<file path="src/rtl/qr_gs_sequencer.sv">
`default_nettype none
// ============================================================================
// Module   : qr_gs_sequencer
// Brief    : Command sequencer for a shared classical Gram-Schmidt datapath.
//            Walks the DOT/AXPY/NORM/SCALE schedule over N columns, issuing
//            one command at a time on a valid/ready port and waiting for the
//            matching completion pulse before moving on.
// Revision : 1.0 - initial release
// ============================================================================
module qr_gs_sequencer #(
  parameter int N       = 4,
  parameter int IDX_W   = 2,
  parameter int TIMEOUT = 64
) (
  input  logic             clk,
  input  logic             reset,
  input  logic             start,
  output logic             busy,
  output logic             done,
  output logic             error,
  output logic [1:0]       err_code,
  output logic             op_valid,
  input  logic             op_ready,
  output logic [1:0]       op_code,
  output logic [IDX_W-1:0] op_src,
  output logic [IDX_W-1:0] op_dst,
  input  logic             op_done,
  input  logic             op_zero,
  output logic [7:0]       op_count
);

  localparam int               TMO_W    = $clog2(TIMEOUT + 1);
  localparam logic [IDX_W-1:0] LAST_COL = IDX_W'(N - 1);
  localparam logic [TMO_W-1:0] TMO_LAST = TMO_W'(TIMEOUT - 1);
  localparam logic [1:0]       ERR_NONE = 2'd0;
  localparam logic [1:0]       ERR_ZERO = 2'd1;
  localparam logic [1:0]       ERR_TMO  = 2'd2;

  typedef enum logic [2:0] {
    S_IDLE  = 3'd0,
    S_ISSUE = 3'd1,
    S_WAIT  = 3'd2,
    S_DONE  = 3'd3,
    S_ERR   = 3'd4
  } state_t;

  typedef enum logic [1:0] {
    OP_DOT   = 2'd0,
    OP_AXPY  = 2'd1,
    OP_NORM  = 2'd2,
    OP_SCALE = 2'd3
  } op_t;

  state_t           state_q, state_d;
  op_t              phase_q, phase_d;
  logic [IDX_W-1:0] i_q, i_d;
  logic [IDX_W-1:0] j_q, j_d;
  logic [TMO_W-1:0] tmo_q, tmo_d;
  logic             busy_q, busy_d;
  logic             done_q, done_d;
  logic             error_q, error_d;
  logic [1:0]       err_code_q, err_code_d;
  logic             op_valid_q, op_valid_d;
  logic [7:0]       op_count_q, op_count_d;

  // i is the basis column; it is parked on j for NORM/SCALE so op_src == j.
  logic             w_more_basis;
  assign w_more_basis = ({1'b0, i_q} + (IDX_W + 1)'(1)) < {1'b0, j_q};

  // Next-state, schedule advance and output decode.
  always_comb begin
    state_d    = state_q;
    phase_d    = phase_q;
    i_d        = i_q;
    j_d        = j_q;
    tmo_d      = tmo_q;
    busy_d     = busy_q;
    done_d     = 1'b0;
    error_d    = error_q;
    err_code_d = err_code_q;
    op_valid_d = op_valid_q;
    op_count_d = op_count_q;

    case (state_q)
      S_IDLE, S_ERR, S_DONE: begin
        if (state_q == S_DONE) begin
          state_d = S_IDLE;
        end
        if (start) begin
          // Every run begins with NORM(0,0): column 0 has no basis to remove.
          state_d    = S_ISSUE;
          phase_d    = OP_NORM;
          i_d        = '0;
          j_d        = '0;
          tmo_d      = '0;
          busy_d     = 1'b1;
          error_d    = 1'b0;
          err_code_d = ERR_NONE;
          op_count_d = '0;
          op_valid_d = 1'b1;
        end
      end

      S_ISSUE: begin
        if (op_ready) begin
          state_d    = S_WAIT;
          op_valid_d = 1'b0;
          tmo_d      = '0;
        end
      end

      S_WAIT: begin
        if (op_done) begin
          if (op_count_q != 8'hFF) begin
            op_count_d = op_count_q + 8'd1;
          end
          state_d    = S_ISSUE;
          op_valid_d = 1'b1;
          case (phase_q)
            OP_DOT: phase_d = OP_AXPY;
            OP_AXPY: begin
              if (w_more_basis) begin
                phase_d = OP_DOT;
                i_d     = i_q + IDX_W'(1);
              end else begin
                phase_d = OP_NORM;
                i_d     = j_q;
              end
            end
            OP_NORM: begin
              if (op_zero) begin
                // Column is linearly dependent: scaling would divide by zero.
                state_d    = S_ERR;
                op_valid_d = 1'b0;
                busy_d     = 1'b0;
                error_d    = 1'b1;
                err_code_d = ERR_ZERO;
              end else begin
                phase_d = OP_SCALE;
              end
            end
            default: begin
              if (j_q == LAST_COL) begin
                state_d    = S_DONE;
                op_valid_d = 1'b0;
                busy_d     = 1'b0;
                done_d     = 1'b1;
              end else begin
                phase_d = OP_DOT;
                i_d     = '0;
                j_d     = j_q + IDX_W'(1);
              end
            end
          endcase
        end else if (tmo_q == TMO_LAST) begin
          state_d    = S_ERR;
          busy_d     = 1'b0;
          error_d    = 1'b1;
          err_code_d = ERR_TMO;
        end else begin
          tmo_d = tmo_q + TMO_W'(1);
        end
      end

      default: begin
        state_d    = S_IDLE;
        op_valid_d = 1'b0;
        busy_d     = 1'b0;
      end
    endcase
  end

  // State and registered outputs; reset aborts any run in flight.
  always_ff @(posedge clk or posedge reset) begin
    if (reset) begin
      state_q    <= S_IDLE;
      phase_q    <= OP_DOT;
      i_q        <= '0;
      j_q        <= '0;
      tmo_q      <= '0;
      busy_q     <= 1'b0;
      done_q     <= 1'b0;
      error_q    <= 1'b0;
      err_code_q <= ERR_NONE;
      op_valid_q <= 1'b0;
      op_count_q <= '0;
    end else begin
      state_q    <= state_d;
      phase_q    <= phase_d;
      i_q        <= i_d;
      j_q        <= j_d;
      tmo_q      <= tmo_d;
      busy_q     <= busy_d;
      done_q     <= done_d;
      error_q    <= error_d;
      err_code_q <= err_code_d;
      op_valid_q <= op_valid_d;
      op_count_q <= op_count_d;
    end
  end

  assign busy     = busy_q;
  assign done     = done_q;
  assign error    = error_q;
  assign err_code = err_code_q;
  assign op_valid = op_valid_q;
  assign op_code  = phase_q;
  assign op_src   = i_q;
  assign op_dst   = j_q;
  assign op_count = op_count_q;

endmodule
`default_nettype wire

</file>
<file path="config.mk">
export PLATFORM = sky130hd
export DESIGN_NAME = qr_gs_sequencer
export DESIGN_NICKNAME = d
export VERILOG_FILES = /design/src/rtl/qr_gs_sequencer.sv
export SDC_FILE = /design/constraint.sdc
export NUM_CORES = 1
export LEC_CHECK = 0
export CORE_MARGIN = 10
export CORE_UTILIZATION = 58
export CTS_BUF_LIST = sky130_fd_sc_hd__clkbuf_8
export DETAILED_ROUTE_END_ITERATION = 16
export PLACE_DENSITY = 0.83
export SLEW_MARGIN = 20
export SYNTH_ARGS = -nofsm -noshare
export SYNTH_HDL_FRONTEND = slang
export SYNTH_SLANG_ARGS = --single-unit
</file>
<file path="constraint.sdc">
create_clock -name clk -period 5.6 [get_ports clk]
set_input_delay 1.4 -clock clk [delete_from_list [all_inputs] [get_ports clk]]
set_output_delay 1.4 -clock clk [all_outputs]
set_load 0.01 [all_outputs]
</file>
==> run summary, run 1 <==
The logs give 1694 for the number of global-route vias before repair and 3050 sq um for the core region area. Summed over all layers, the global routing overflow is 0. The proportion of netlist area held by the largest area contributor was 0.404. The post-synthesis cell count is 206, and the half-perimeter wire length of the detailed placement result is 3.15 mm. The average instance in the mapped netlist occupies 9.03 sq um. Clock tree synthesis selected as its root buffer the cell clkbuf_8. Clock latency on the worst-skew pair, taken at its later pin, is 290 ps. The critical path startpoint category was an input pin.

The share of layout cells above drive strength 1 came out at 0.0823. The logs give 0 for the count of final max-slew check failures and 2 for the number of levels in the clock H-tree. For the total nets after synthesis, the log shows 223. Buffers inserted to repair hold after CTS numbered 0.

The average detailed-routed wire length per instance works out to 16.0 um. Most common library cell in the layout ignoring fill and taps: dfrtp_1. Entering global routing, the biggest net connects 31 pins. The die is 76.6 um wide. The number of enable-type register cells in the synthesized netlist is 0.

Along the worst path, the maximum fanout reaches 11. In this run the count of I/O pins placed on the die edge is 26. The final worst-path cycle share came out at 0.570. The cell type contributing the most total cell area after synthesis is dfrtp_1. STA classifies the critical path endpoint as a register. The run gives 0 as the number of endpoints with negative hold slack in the final report.

TritonCTS built the clock tree. After filler insertion, the fill cell instance count of the layout stands at 250. Setup violations remaining at the end of the flow were counted as 0. Summing all placed instances gives a cell area of 2110 sq um. In this run the post-CTS setup repair buffer count came out at 0.

The number of clock sinks was 30. The run finished with clean final reports. Once routing completed, OpenROAD measured the worst setup slack at 2410 ps.

Dominant register cell in the synthesized netlist: dfrtp_1. The type of the most critical hold path is reg -> reg. The measured slew at the worst slew-check pin was 728 ps; the first-pass iteration count of the detailed router was 4. Summed over all cells, the static leakage comes to 0.917 nW.

The post-CTS clock slew at the launch and capture registers of the worst setup and hold paths was 60 ps. Start-to-end type of the worst setup path: in -> reg. The logs give 0.609 for the starting density of the core and 3380 ps for the arrival time at the worst endpoint.

The run gives 0.229 as the clock network power share. The number of inserted diodes came out at 0. The global-route wire length before repair was 7.41 mm. Maximum clock rate: 313 MHz.

The detailed router finished its first iteration with 186 violations. The die is 76.6 um tall. The die footprint came out at 5870 sq um. Setup repair after global routing left no endpoint under its margin. Clock skew on the completed layout was measured at 5.02 ps.

For the count of max-cap constraint violations, the log shows 0. The count of nets left with antenna violations once routing finished came out at 0. The relative slew slack is 0.514, and the number of register bits inferred by synthesis is 30. The share of total power in combinational logic is 0.393, and the number of antenna violations at the first check in global routing is 0.

The analysis attributes to net switching a power of 0.323 mW. The worst path needs 3190 ps of the cycle, external delays included. The internal power of the cells totals 0.479 mW. The number of distinct library cells after synthesis was 52; the total standard cell area after synthesis was 1860 sq um. Before CTS, the worst setup slack after placement is 2130 ps. Buffers placed on the I/O ports in this run total 25.

The overall routing resource usage was 0.151. In this run the core area contains 20 standard-cell rows. Routability-driven placement finished with a final weighted congestion of 0.905.

The share of power burned in registers is 0.378, and the synthesis-to-finish area growth is 18.6%. The logs give 0 for the quantity of gates resized following cts and 4.40 mm for the routed wire length. For the utilization after layout, the log shows 0.723. Summed over all failing endpoints, the final setup total negative slack is 0 ps. In the layout the commonest cells are 30 x dfrtp_1, 25 x clkdlybuf4s50_1, 20 x o21ai_0, 20 x nand2_1. Ranked by total cell area, the synthesized netlist is headed by dfrtp_1 40%, ha_1 6.7%, o21ai_0 5.4%. For the worst setup path, the data required time is 5790 ps. The worst IR drop on VDD is 197 uV, and the number of remaining DRC errors is 0. The number of buffers inserted during clock tree synthesis was 5. The routed layout has 1656 vias. The power density over the cells was 364 nW/um^2. The number of warnings reported in the yosys synthesis log was 0.

The switching part of the total was 0.403. The final layout contains 247 nets. The number of vias per cell is 6.02. Once layout is done, the placed cells without fillers occupy 2210 sq um. The maximum buffer depth of the clock tree was 2; the sequential share of the synthesized area was 0.404.

The worst hold margin was 492 ps; the post-synthesis async set-or-reset flop share was 1.00.
## routing by layer
| layer | vias up | global-route usage | share of wire |
|---|---|---|---|
| met5 | - | 0 | 0 |
| met4 | 0 | 0.0576 | 0.016 |
| met3 | 9 | 0.0601 | 0.067 |
| met2 | 60 | 0.258 | 0.49 |
| met1 | 793 | 0.164 | 0.42 |
| li1 | 794 | - | - |
## power groups by stage
stage          logic, mW  clock network [mW]  registers, mW
2_1_floorplan      0.249                   0          0.289
3_3_place_gp       0.304                   0          0.302
3_5_place_dp       0.309                   0          0.307
4_1_cts            0.314               0.187          0.302
5_1_grt            0.351               0.196          0.310
6_report           0.315               0.184          0.303
## worst paths after layout
path	start	end	slack, ps	cells after the start
max in group asynchronous	reset	op_count[6]	3680	2
worst min-delay path	op_valid	op_valid	490	1
worst max register to register	state_q[0]	op_src[0]	3490	5
worst max-delay path	start	op_count[6]	2410	5
min in group asynchronous	reset	op_count[4]	1510	2
worst min register to register	op_valid	op_valid	490	1
## kinds of logic after synthesis
| kind of cell | after synthesis | synth area share |
|---|---|---|
| AND/OR/NAND/NOR | 73 | 0.204 |
| AO/OA/AOI/OAI | 66 | 0.231 |
| adder cells (fa/ha/maj) | 11 | 0.0781 |
| multiplexers | 3 | 0.0175 |
| flip-flops | 30 | 0.404 |
| XOR/XNOR | 2 | 0.00942 |
| buffers and inverters | 21 | 0.0565 |
## cells in the mapped netlist (3+ instances only)
cell      number
dfrtp_1       30
nand2_1       20
o21ai_0       20
nor2_1        18
a21oi_1       17
inv_1         13
nand3_1       12
ha_1          10
nand4_1        4
a21boi_0       3
buf_2          3
buf_6          3
nand2b_1       3
nor3_1         3
o21ai_1        3
## critical path, stage by stage
cell	delay [ps]
clkdlybuf4s50_1	590
or3b_4	430
o21a_1	270
or3_1	480
o41ai_2	210
## flip-flops by register name, indices dropped and copies added, names as in the netlist, 2 cells and up
signal / cells
err_code: 2
op_code: 2
op_count: 8
op_dst: 2
op_src: 2
state_q: 3
tmo_q: 7
## area by class of cell
| type | instances | area, sq um | share of cell area |
|---|---|---|---|
| Multi-Input combinational cell | 155 | 1010 | 0.456 |
| Timing Repair Buffer | 25 | 250 | 0.113 |
| Sequential cell | 30 | 751 | 0.340 |
| Clock buffer | 6 | 82.6 | 0.0374 |
| Inverter | 13 | 48.8 | 0.0221 |
| Clock inverter | 2 | 12.5 | 0.00567 |
| Tap cell | 44 | 55.1 | 0.0250 |
## metrics by stage
| stage | instances | power [mW] |
|---|---|---|
| detailed placement | 267 | 0.616 |
| global route | 275 | 0.857 |
| finish | 275 | 0.802 |
| CTS | 275 | 0.804 |
| global placement | 267 | 0.606 |
| floorplan | 206 | 0.538 |
(Power assumes the default switching activity.)
==> run 2: changes to the inputs <==
Settings changed: CORE_UTILIZATION 58 to 51, PLACE_DENSITY 0.83 to 0.77.
Clock period 5.6 ns to 2.9 ns, I/O delays scaled along.
==> run 2 against run 1 <==
  * Die area grew 10%
  * Final cell count grew 1.8%
  * First-iteration DRC count shrank 15%
==> run summary, run 2 (same netlist as run 1, synthesis figures left out) <==
The run gives 0 (unchanged) as the number of antenna violations at the first check in global routing. The relative slew slack is 0.556 (+0.0421). The count of boundary I/O pins came out at 26 (unchanged).

The run gives 2.99 mm (-5.0%) as the half-perimeter wire length of the detailed placement result. The total grt overflow was 0 (unchanged); the maximum clock rate was 418 MHz. STA classifies the critical path startpoint as an input pin. The share of total power in combinational logic came out at 0.405 (+0.012).

TritonCTS built the clock tree. The share of layout cells above drive strength 1 was 0.0855 (+0.00322). The run gives 6460 sq um (+10%) as the die footprint. The core region area is 3440 sq um (+13%). The data required time at the worst endpoint is 3080 ps (-2710 ps), and the sequential cell area in the final layout is 751 sq um (unchanged). The run gives 0.540 (-0.0688) as the starting density of the core. The run gives 2 (unchanged) as the number of levels in the clock H-tree.

In this run the critical register-to-register path is launched from state_q[1]. The tools report the number of global-route vias before repair as 1501 (-11%). The worst setup path is captured at a register. The maximum number of pins on one net before global-route repair is 31 (unchanged). The highest-delay cell along the critical path was or3_1.

Clock tree synthesis selected as its root buffer the cell clkbuf_8. The tools report the share of power burned in registers as 0.382 (+0.004). The signal on the critical path passes through clkdlybuf4s50_1, or3b_4, o21a_1, or3_1, o41ai_2. The startpoint identified for the worst hold timing path is error. The routed wire length came out at 4.24 mm (-3.8%). In the layout the commonest cells are 30 x dfrtp_1, 25 x clkdlybuf4s50_1, 20 x o21ai_0, 20 x nand2_1, 18 x nor2_1.

The run gives 0 (unchanged) as the quantity of gates resized following cts. The count of final max-slew check failures came out at 0 (unchanged). The run gives 280 (+1.8%) as the post-layout instance count excluding filler cells. The logs give 1610 (-2.8%) for the total vias in the final route and 298 (+19%) for the filler cell count in the final layout.

The depth of the worst register-to-register path is 5 (unchanged), and the number of clock sinks is 30 (unchanged). The logs give 0 (unchanged) for the post-detailed-route count of antenna-violating nets and 0 (unchanged) for the number of buffers inserted to repair setup after CTS. The maximum buffer depth of the clock tree is 2 (unchanged). The final worst-path cycle share was 0.825; the power density over the cells was 691 nW/um^2 (+90%). The iteration-0 DRC count of the detailed router is 159 (-15%). The count of buffers from port buffering works out to 25 (unchanged).

The start-to-end type of the worst setup path is in -> reg. The critical path's largest stage delay came out at 490 ps (-100 ps). The design internal power is 0.933 mW (+95%).

Instance count after placement with tap cells included: 274 (+2.6%). The flow ran to the end, and the final reports show no timing, DRC or antenna violations. The utilization after layout came out at 0.648 (-0.0744). Clock skew after layout: 5.33 ps (+0.305 ps).

The run gives 252 (+2.0%) as the final-stage net count. The post-CTS clock slew at the launch and capture registers of the worst setup and hold paths is 60 ps (about the same). The cell count of the worst hold path works out to 2 (+1).

Clock insertion delay at the later pin of the skew report: 280 ps (about the same). The die height was 80.4 um (+4.9%); the area taken by multi-input logic gates was 1000 sq um (-0.25%). Number of endpoints with negative hold slack in the final report: 0 (unchanged). The number of vias per cell is 5.75 (-4.5%). The measured slew at the worst slew-check pin came out at 663 ps (-64.9 ps). Arrival time at the worst endpoint: 2570 ps (-810 ps). The die outline width was 80.4 um (+4.9%); the synthesis-to-finish area growth was 20.0%.

The static power due to leakage is 0.940 nW (+2.4%), and the flip-flop count of the largest register after layout is 8 (unchanged). The post-route worst setup slack is 508 ps (-1900 ps). The quantity of hold-fixing buffers added after cts is 0 (unchanged), and the global-route wire length before repair is 7.02 mm (-5.3%).

The worst IR drop on VDD is 377 uV (+91%). The most common library cell in the layout ignoring fill and taps is dfrtp_1. The type of the most critical hold path is reg -> reg. The first-pass iteration count of the detailed router was 4 (unchanged); the largest fanout on the critical path was 11 (unchanged).

Number of remaining DRC errors: 0 (unchanged). The number of buffers inserted during clock tree synthesis was 5 (unchanged); the shortest period the worst path allows was 2390 ps. The weighted congestion reported at the end of routability-driven placement came out at 0.901 (-0.52%). Setup repair after global routing left no endpoint under its margin.

The clock network power share is 0.214 (-0.015), and the worst-case setup slack after placement is 227 ps (-1900 ps). The average detailed-routed wire length per instance was 15.1 um (-5.5%); the overall routing resource usage was 0.135 (-0.0159). The logs give 0 (unchanged) for the number of inserted diodes and 800 ps (-2690 ps) for the register-to-register setup slack. Terminus of the critical flop-to-flop path: tmo_q[0]. The net switching power of the design came out at 0.609 mW (+88%). The final setup violation count was 0 (unchanged); the switching part of the total was 0.395 (-0.00816).

The cell row count is 21 (+5.0%), and the total negative slack is 0 ps (unchanged). The worst hold path terminates at error. Count of max-cap constraint violations: 0 (unchanged).
## run 2: final cells by class
class / count / share of cell area
Clock buffer: 6 / 0.0370
Multi-Input combinational cell: 155 / 0.450
Tap cell: 46 / 0.0258
Timing Repair Buffer: 30 / 0.129
Inverter: 13 / 0.0219
Sequential cell: 30 / 0.337
## run 2: metrics by stage
stage | hold WS, ps | total power [mW] | cell area, sq um
2_1_floorplan | 501 | 1.04 | 1860
3_3_place_gp | 496 | 1.21 | 2150
3_5_place_dp | 495 | 1.21 | 2150
4_1_cts | 521 | 1.55 | 2230
5_1_grt | 556 | 1.64 | 2230
6_report | 524 | 1.54 | 2230
## run 2: per-layer routing
metal,part of all wire,vias up,GRT usage,wire length [um]
li1,-,806,-,-
met1,0.45,763,0.165,1910
met2,0.48,39,0.213,2030
met3,0.065,2,0.0557,274
met4,0.0040,0,0.0370,17
met5,0,-,0,0
## run 2: worst max-delay path by stage
stage	end	depth (start not counted)	from	slack (ps)
3_3_place_gp	op_count[6]	5	start	280
4_1_cts	op_count[6]	5	start	530
6_report	op_count[6]	5	start	510
5_1_grt	op_src[0]	6	start	420
3_5_place_dp	op_count[6]	5	start	230
2_1_floorplan	op_count[6]	6	start	930
## run 2: critical path: cells and delay by family
family | cells | cell delay [ps]
simple gates | 2 | 880
compound gates | 2 | 480
buf+inv | 1 | 480
## run 2: power groups by stage
| stage | registers (mW) | clock network (mW) | logic, mW |
|---|---|---|---|
| floorplan | 0.557 | 0 | 0.481 |
| global placement | 0.594 | 0 | 0.611 |
| detailed placement | 0.593 | 0 | 0.619 |
| CTS | 0.587 | 0.336 | 0.624 |
| global route | 0.600 | 0.359 | 0.686 |
| finish | 0.588 | 0.330 | 0.624 |
